`src/rtl/ram_sp_clr.sv`:
```
// ram_sp_clr: parametrised single-port synchronous RAM with a hardware clear sweep.
//
// After reset, or on a one-cycle clr request, the clear sequencer writes INIT_VAL into
// every location, one per cycle, while busy is high. Accesses are ignored while busy.
// Every accepted access reads the addressed word, and writes it if wren is high. Read
// data appears RD_LAT cycles later with a one-cycle q_valid pulse. q holds its last value
// while q_valid is low.
//
// Optional feature, macro RAM_PARITY_EN: each word carries an even-parity bit. Port
// parity_err flags a read whose data disagrees with its stored parity.
//
// Parameters:
//   DATA_W    data word width (>= 1)
//   ADDR_W    address width, DEPTH = 2**ADDR_W
//   RD_LAT    read latency, 1 or 2
//   RDW_NEW   read-during-write: 0 returns old contents, 1 returns the write data
//   INIT_VAL  value written by the clear sweep
//
// Ports:
//   clk         clock, all logic on posedge
//   rst_n       asynchronous active-low reset
//   clr         single-cycle request to start (or restart) the clear sweep
//   en          access strobe, accepted only when busy=0 and clr=0
//   wren        write enable, qualified by en
//   address     access address
//   data        write data
//   q           read data
//   q_valid     q holds data for an accepted access (one-cycle pulse per access)
//   busy        clear sweep in progress
//   parity_err  (RAM_PARITY_EN only) stored parity mismatch, valid with q_valid
module ram_sp_clr #(
    parameter int unsigned       DATA_W   = 4,
    parameter int unsigned       ADDR_W   = 4,
    parameter int unsigned       RD_LAT   = 1,
    parameter int unsigned       RDW_NEW  = 0,
    parameter logic [DATA_W-1:0] INIT_VAL = '0
) (
    input  logic              clk,
    input  logic              rst_n,
    input  logic              clr,
    input  logic              en,
    input  logic              wren,
    input  logic [ADDR_W-1:0] address,
    input  logic [DATA_W-1:0] data,
    output logic [DATA_W-1:0] q,
    output logic              q_valid,
    output logic              busy
`ifdef RAM_PARITY_EN
    ,
    output logic              parity_err
`endif
);

    localparam int unsigned DEPTH = 2 ** ADDR_W;
`ifdef RAM_PARITY_EN
    localparam int unsigned MEM_W = DATA_W + 1;
`else
    localparam int unsigned MEM_W = DATA_W;
`endif

    // Stored word: data, plus its even-parity bit in the MSB when parity is enabled.
    function automatic logic [MEM_W-1:0] make_word(input logic [DATA_W-1:0] d);
`ifdef RAM_PARITY_EN
        return {^d, d};
`else
        return d;
`endif
    endfunction

    typedef enum logic [0:0] {
        StClear,
        StIdle
    } state_e;

    state_e            state_q, state_d;
    logic [ADDR_W-1:0] clr_ptr_q, clr_ptr_d;
    logic              sweep_we;
    logic              accept;

    logic [MEM_W-1:0]  mem [DEPTH];
    logic [MEM_W-1:0]  rd_word;

    logic [MEM_W-1:0]  s1_word_q;
    logic              s1_valid_q;
    logic [MEM_W-1:0]  out_word;
    logic              out_valid;

    // ------------------------------------------------------------------
    // Clear sequencer
    // ------------------------------------------------------------------
    always_ff @(posedge clk or negedge rst_n) begin
        if (!rst_n) begin
            state_q   <= StClear;
            clr_ptr_q <= '0;
        end else begin
            state_q   <= state_d;
            clr_ptr_q <= clr_ptr_d;
        end
    end

    always_comb begin
        state_d   = state_q;
        clr_ptr_d = clr_ptr_q;
        sweep_we  = 1'b0;
        unique case (state_q)
            StClear: begin
                sweep_we  = 1'b1;
                clr_ptr_d = clr_ptr_q + 1'b1;
                if (clr) begin
                    // A new request restarts the sweep from the bottom.
                    clr_ptr_d = '0;
                end else if (&clr_ptr_q) begin
                    state_d = StIdle;
                end
            end
            StIdle: begin
                if (clr) begin
                    state_d   = StClear;
                    clr_ptr_d = '0;
                end
            end
            default: begin
                state_d   = StClear;
                clr_ptr_d = '0;
            end
        endcase
    end

    assign busy   = (state_q == StClear);
    // clr wins over a same-cycle access.
    assign accept = en & ~busy & ~clr;

    // ------------------------------------------------------------------
    // Storage (contents are initialised by the sweep, not by reset)
    // ------------------------------------------------------------------
    always_ff @(posedge clk) begin
        if (sweep_we) begin
            mem[clr_ptr_q] <= make_word(INIT_VAL);
        end else if (accept && wren) begin
            mem[address] <= make_word(data);
        end
    end

    always_comb begin
        rd_word = mem[address];
        if ((RDW_NEW != 0) && wren) begin
            rd_word = make_word(data);
        end
    end

    // ------------------------------------------------------------------
    // Read pipeline; data registers only load on valid so q holds between reads.
    // ------------------------------------------------------------------
    always_ff @(posedge clk or negedge rst_n) begin
        if (!rst_n) begin
            s1_word_q  <= '0;
            s1_valid_q <= 1'b0;
        end else begin
            s1_valid_q <= accept;
            if (accept) begin
                s1_word_q <= rd_word;
            end
        end
    end

    if (RD_LAT == 2) begin : g_lat2
        logic [MEM_W-1:0] s2_word_q;
        logic             s2_valid_q;

        always_ff @(posedge clk or negedge rst_n) begin
            if (!rst_n) begin
                s2_word_q  <= '0;
                s2_valid_q <= 1'b0;
            end else begin
                s2_valid_q <= s1_valid_q;
                if (s1_valid_q) begin
                    s2_word_q <= s1_word_q;
                end
            end
        end

        assign out_word  = s2_word_q;
        assign out_valid = s2_valid_q;
    end else begin : g_lat1
        assign out_word  = s1_word_q;
        assign out_valid = s1_valid_q;
    end

    assign q       = out_word[DATA_W-1:0];
    assign q_valid = out_valid;

`ifdef RAM_PARITY_EN
    assign parity_err = out_valid & ((^out_word[DATA_W-1:0]) != out_word[DATA_W]);
`endif

endmodule

```
`config.mk`:
```
export PLATFORM = sky130hd
export DESIGN_NAME = ram_sp_clr
export DESIGN_NICKNAME = d
export VERILOG_FILES = /design/src/rtl/ram_sp_clr.sv
export SDC_FILE = /design/constraint.sdc
export NUM_CORES = 1
export LEC_CHECK = 0
export ABC_AREA = 1
export CORE_MARGIN = 2
export CORE_UTILIZATION = 63
export CTS_CLUSTER_SIZE = 40
export DETAILED_ROUTE_END_ITERATION = 6
export PLACE_DENSITY = 0.82
export SYNTH_ARGS = -nofsm -noshare
export SYNTH_HDL_FRONTEND = slang
export SYNTH_SLANG_ARGS = --single-unit
```
`constraint.sdc`:
```
create_clock -name clk -period 4.83 [get_ports clk]
set_input_delay 0.483 -clock clk [delete_from_list [all_inputs] [get_ports clk]]
set_output_delay 0.483 -clock clk [all_outputs]
set_load 0.005 [all_outputs]
```
==> results of run 1 <==
area by class of cell:
class,instances,area (um2)
fill,373,1370
clock inverter,6,57.6
sequential,74,2170
multi-input combinational,202,913
clock buffer,10,128
inverter,20,75.1
timing repair buffer,22,210
tap,70,87.6
final timing paths:
check                                                end  slack (ns)
worst max register to register       mem[4][2]$_DFFE_PP_        2.76
worst min register to register          q[3]$_DFFE_PN0N_        0.48
worst min-delay path            clr_ptr_q[2]$_DFFE_PN0P_        0.44
worst max-delay path                    q[2]$_DFFE_PN0N_        2.44
max in group asynchronous               q[3]$_DFFE_PN0N_        4.10
min in group clk                        q[3]$_DFFE_PN0N_        0.48
metrics by stage:
stage	util	instances	hold WS [ns]	instance area, um2
after global routing	0.727	404	0.463	3640
after detailed placement	0.690	388	0.465	3460
final	0.727	404	0.435	3640
after floorplan	-	308	0.187	3220
after global placement	0.690	388	0.462	3460
after CTS	0.727	404	0.445	3640
worst register-to-register path, stage by stage (launching register included):
cell and delay, ns:
dfrtp_1 0.46, nand2_2 0.09, nor2_4 0.19, nand2_4 0.16, o21ai_2 0.27, nand3_1 0.14, nor2_1 0.40
synthesized netlist by cell type, drive strengths merged:
library cell    n
buf             8
dfrtp          10
o41ai           1
o21ai           7
inv            20
nand3          54
a21oi           2
clkbuf          4
nand4           1
ha              1
nand2         112
nor2           22
nor3            2
edfxtp         64
kinds of logic after synthesis:
logic type	Yosys count
and+or+nand+nor	191
AOI/OAI and AO/OA	10
adders and majority gates	1
buffers and inverters	32
DFF	74
per-layer routing:
metal  vias to the layer above  global-route usage  routed length [um]
met4                         0               0.142                 167
met2                       108               0.387                3090
li1                       1076                   -                   -
met1                      1045               0.307                2590
met3                        19              0.0595                 476
met5                         -                   0                   0
flip-flops by register name, indices dropped and copies added, names as in the netlist:
| register | cells |
|---|---|
| mem | 64 |
| clr_ptr_q | 4 |
| q | 4 |
| q_valid | 1 |
| state_q | 1 |
power by group through the flow:
stage / Clock [uW] / Sequential [uW] / Combinational (uW)
finish: 451 / 707 / 93.0
global route: 471 / 708 / 103
CTS: 452 / 707 / 92.0
detailed placement: 0 / 721 / 91.3
global placement: 0 / 720 / 89.7
floorplan: 0 / 720 / 58.7
==> metrics.cfg, run 1 <==
[floorplanning]
io_pins=19
die_y_um=75.5
die_w_um=75.5
coreArea_um2=5010
start_util=0.643
rows=26
dieArea_um2=5700

[route]
routedWlPerCell_um=15.6
drc=0
first_pass_iters=5
ant_nets=0
drtIter0Drc=187
vias_per_cell=5.56
via_count=2248
totalWireLength_um=6320

[yosys]
yosys.area_share.adder=0.00388
syn_inst=308
yosysTopAreaCell=edfxtp_1
syn-num-nets=322
yosysSeqAreaShare=0.674
ys.warnings.count=0
ys_seq_elements=74
synth_area_um2=3220
synth_top_family_by_area=simple AND/OR/NAND/NOR gates
synthMuxAreaShare=0
yosysUniqueCellTypes=22
synth_xor_area_frac=0
synth_compound_area_frac=0.0237
syn-mean-instance-area_um2=10.5
synth.area.top_cells=edfxtp_1, nand2_1, nand3_1
yosys.area_share.simple=0.256
synth_top_area_frac=0.597

[timing]
fin_crit_ns=2.39
clock.fmax_mhz=418
fin_tns_setup_ns=0
tightest_slew_ns=0.990
rsz0062_at_grt=no
skew_ns=0.00832
setup_viol=0
fin_crit_sh=0.495
relSlewSlack=0.339
drv_slew=0
hold_viol=0
setup_slack_ns=2.44

[final_layout]
drive_gt1_frac=0.0958
syn_to_final_growth_pct=13.1
nets=343
final_cell_mix=nand2_1, edfxtp_1, nand3_1
final_common_cell=nand2_1
n_antenna_cell=0

[clock_tree]
cts_tree=built
cts_resized=0
cts_buffers=9
insertion_delay_ns=0.35
ctsRootBufferMaster=clkbuf_8
h-tree-depth=3
hold_buffers=0
cts_buffer_depth=2
clock-sinks=74
post_cts_buffers=0
clk_pin_slew_ns=0.07

[global_routing]
overflow=0
grt_pass1_vias=2139
track_usage=0.244
grt_pass1_wl_um=9760
grt_antenna_before_repair=0
grt_max_degree=35

[power]
p_leak_uw=0.00150
p_int_uw=969
power.clock.fraction=0.361
power_frac_seq=0.565
p_sw_frac=0.226
switchingPower_uw=283
power.total_uw=1250
peakVddDrop_v=0.000231
power_density_nw_per_um2=343
comb_power_share=0.074

[status]
status=completed

[min_path]
hold_path.class=in2async

[setup_path]
crit_required_ns=5.12
r2r-start=state_q$_DFF_PN0_
slowest_stage=clkdlybuf4s50_1
slowest_delay_ns=0.98
cp-startpoint=address[1]
cp.depth=9
worstPathMaxFanout=18
path_cells=clkdlybuf4s50_1 > inv_1 > nand3_1 > nand3_1 > nand2_1 > nand2_1 > nand2_1 > nand2_1 > nand2_1
cpLargestDelayFamily=buffers and inverters
endpoint_kind=register
crit_top_cell=nand2_1
critPathArrivalTime_ns=2.68
critical_path_class=in2reg
path_buf_inv=2
worst_setup_path_start_kind=input port
reg2reg_depth=6

[placement]
hpwl_um=4220
globalplace.congestion=0.881
io_buffer_count=18
dpl_worst_slack_ns=2.14

[flow_run]
drv_cap=0

No activity file was read; power rests on OpenSTA's default activity.
==> run 2: changes to the inputs <==
Settings changed: CORE_UTILIZATION 63 to 59, PLACE_DENSITY 0.82 to 0.77.
Clock period 4.83 ns to 2.4 ns, I/O delays scaled along.
==> run 2 against run 1 <==
Compared with the run above: final area up 3.0%; register-to-register slack worse by 2.4 ns; clock skew decreased by 0.0035 ns; power grew 120%; via count fell by 0.22%; hold slack lost 0.22 ns; clock-buffer cell count unchanged; critical path depth shrank 1; flip-flop and latch count unchanged; worst setup slack worse by 2.0 ns.
==> metrics.cfg, run 2 (same netlist as run 1, synthesis figures left out) <==
[route]
first_pass_iters=5
ant_nets=0
drtIter0Drc=218
drc=0
vias_per_cell=5.44
routedWlPerCell_um=16.1
via_count=2243
totalWireLength_um=6620

[power]
comb_power_share=0.071
p_leak_uw=0.00157
peakVddDrop_v=0.000632
p_int_uw=2170
switchingPower_uw=559
power_frac_seq=0.522
power_density_nw_per_um2=728
power.clock.fraction=0.407
p_sw_frac=0.205

[clock_tree]
h-tree-depth=3
cts_tree=built
cts_buffer_depth=2
post_cts_buffers=0
cts_buffers=9
clock-sinks=74
clk_pin_slew_ns=0.07
hold_buffers=0
cts_resized=0
ctsRootBufferMaster=clkbuf_8
insertion_delay_ns=0.34

[timing]
setup_viol=0
hold_viol=0
drv_slew=0
skew_ns=0.00480
fin_crit_sh=0.835
rsz0062_at_grt=no
tightest_slew_ns=0.967
fin_crit_ns=2.00
clock.fmax_mhz=499
hold_slack_ns=0.215
fin_tns_setup_ns=0
relSlewSlack=0.354

[global_routing]
overflow=0
grt_max_degree=34
grt_antenna_before_repair=0
track_usage=0.240
grt_pass1_wl_um=10700
grt_pass1_vias=2166

[final_layout]
drive_gt1_frac=0.117
n_antenna_cell=0
final_cell_mix=nand2_1, edfxtp_1, nand3_1
largest_reg_flops=64
n_fill_cell=343
syn_to_final_growth_pct=16.4
fin_util=0.725
regArea_um2=2170
stdcell_area_um2=3750
final_common_cell=nand2_1
multi_input_area_um2=913
nets=351
largest_register=mem

[setup_path]
worst_setup_path_start_kind=register
critical_path_class=reg2reg
crit_required_ns=2.39
critPathArrivalTime_ns=2.00
worstPathMaxFanout=13
endpoint_kind=register

[floorplanning]
die_w_um=77.9
coreArea_um2=5170
rows=26
start_util=0.623
io_pins=19
dieArea_um2=6070
die_y_um=77.9

[placement]
hpwl_um=4510
placed_area_um2=3520
io_buffer_count=18
globalplace.congestion=0.858

[flow_run]
drv_cap=0

[min_path]
hold_path.class=in2async

[status]
status=completed

-- run 2: metrics by stage --
| step | cells | power, uW | worst slack (ns) |
|---|---|---|---|
| after detailed placement | 396 | 1640 | 0.144 |
| after global routing | 412 | 2810 | 0.230 |
| final | 412 | 2730 | 0.397 |
| after CTS | 412 | 2740 | 0.412 |
| after global placement | 396 | 1640 | 0.196 |
| after floorplan | 308 | 1570 | 0.708 |
-- run 2: worst max-delay path: stages, from the launching register on --
cell and delay, ns:
dfrtp_1 0.46, nand2_2 0.09, nor2_4 0.18, nand2_4 0.16, nand2_1 0.11, o21ai_2 0.09
inv_1 0.12, nand3_1 0.11, nor2_1 0.34
-- run 2: power groups by stage --
stage | sequential, uW | clock (uW) | combinational (uW)
3_3_place_gp | 1450 | 0 | 187
2_1_floorplan | 1450 | 0 | 118
4_1_cts | 1420 | 1120 | 194
5_1_grt | 1430 | 1170 | 216
3_5_place_dp | 1450 | 0 | 191
6_report | 1420 | 1110 | 195
-- run 2: final timing paths --
kind	startpoint	end	slack [ns]	cells past startpoint
worst max register to register	state_q$_DFF_PN0_	mem[7][1]$_DFFE_PP_	0.40	8
worst max-delay path	state_q$_DFF_PN0_	mem[7][1]$_DFFE_PP_	0.40	8
worst min register to register	q[2]$_DFFE_PN0N_	q[2]$_DFFE_PN0N_	0.48	2
worst min-delay path	rst_n	clr_ptr_q[0]$_DFFE_PN0P_	0.21	1
max in group asynchronous	rst_n	q[0]$_DFFE_PN0N_	1.87	1
min in group clk	q[2]$_DFFE_PN0N_	q[2]$_DFFE_PN0N_	0.48	2
-- run 2: area by class of cell --
cell class | instances | share of cell area
clock buffers | 10 | 0.0340
clock inverters | 6 | 0.0280
inverters | 20 | 0.0200
multi-input cells | 202 | 0.243
flip-flops and latches | 74 | 0.579
well taps | 70 | 0.0233
repair buffers | 30 | 0.0720
-- run 2: routing by layer --
layer | global-route usage | vias up | share of wire | wire length [um]
li1 | - | 1099 | - | -
met1 | 0.333 | 1051 | 0.44 | 2910
met2 | 0.371 | 84 | 0.48 | 3150
met3 | 0.0616 | 9 | 0.073 | 485
met4 | 0.0877 | 0 | 0.011 | 72
met5 | 0 | - | 0 | 0
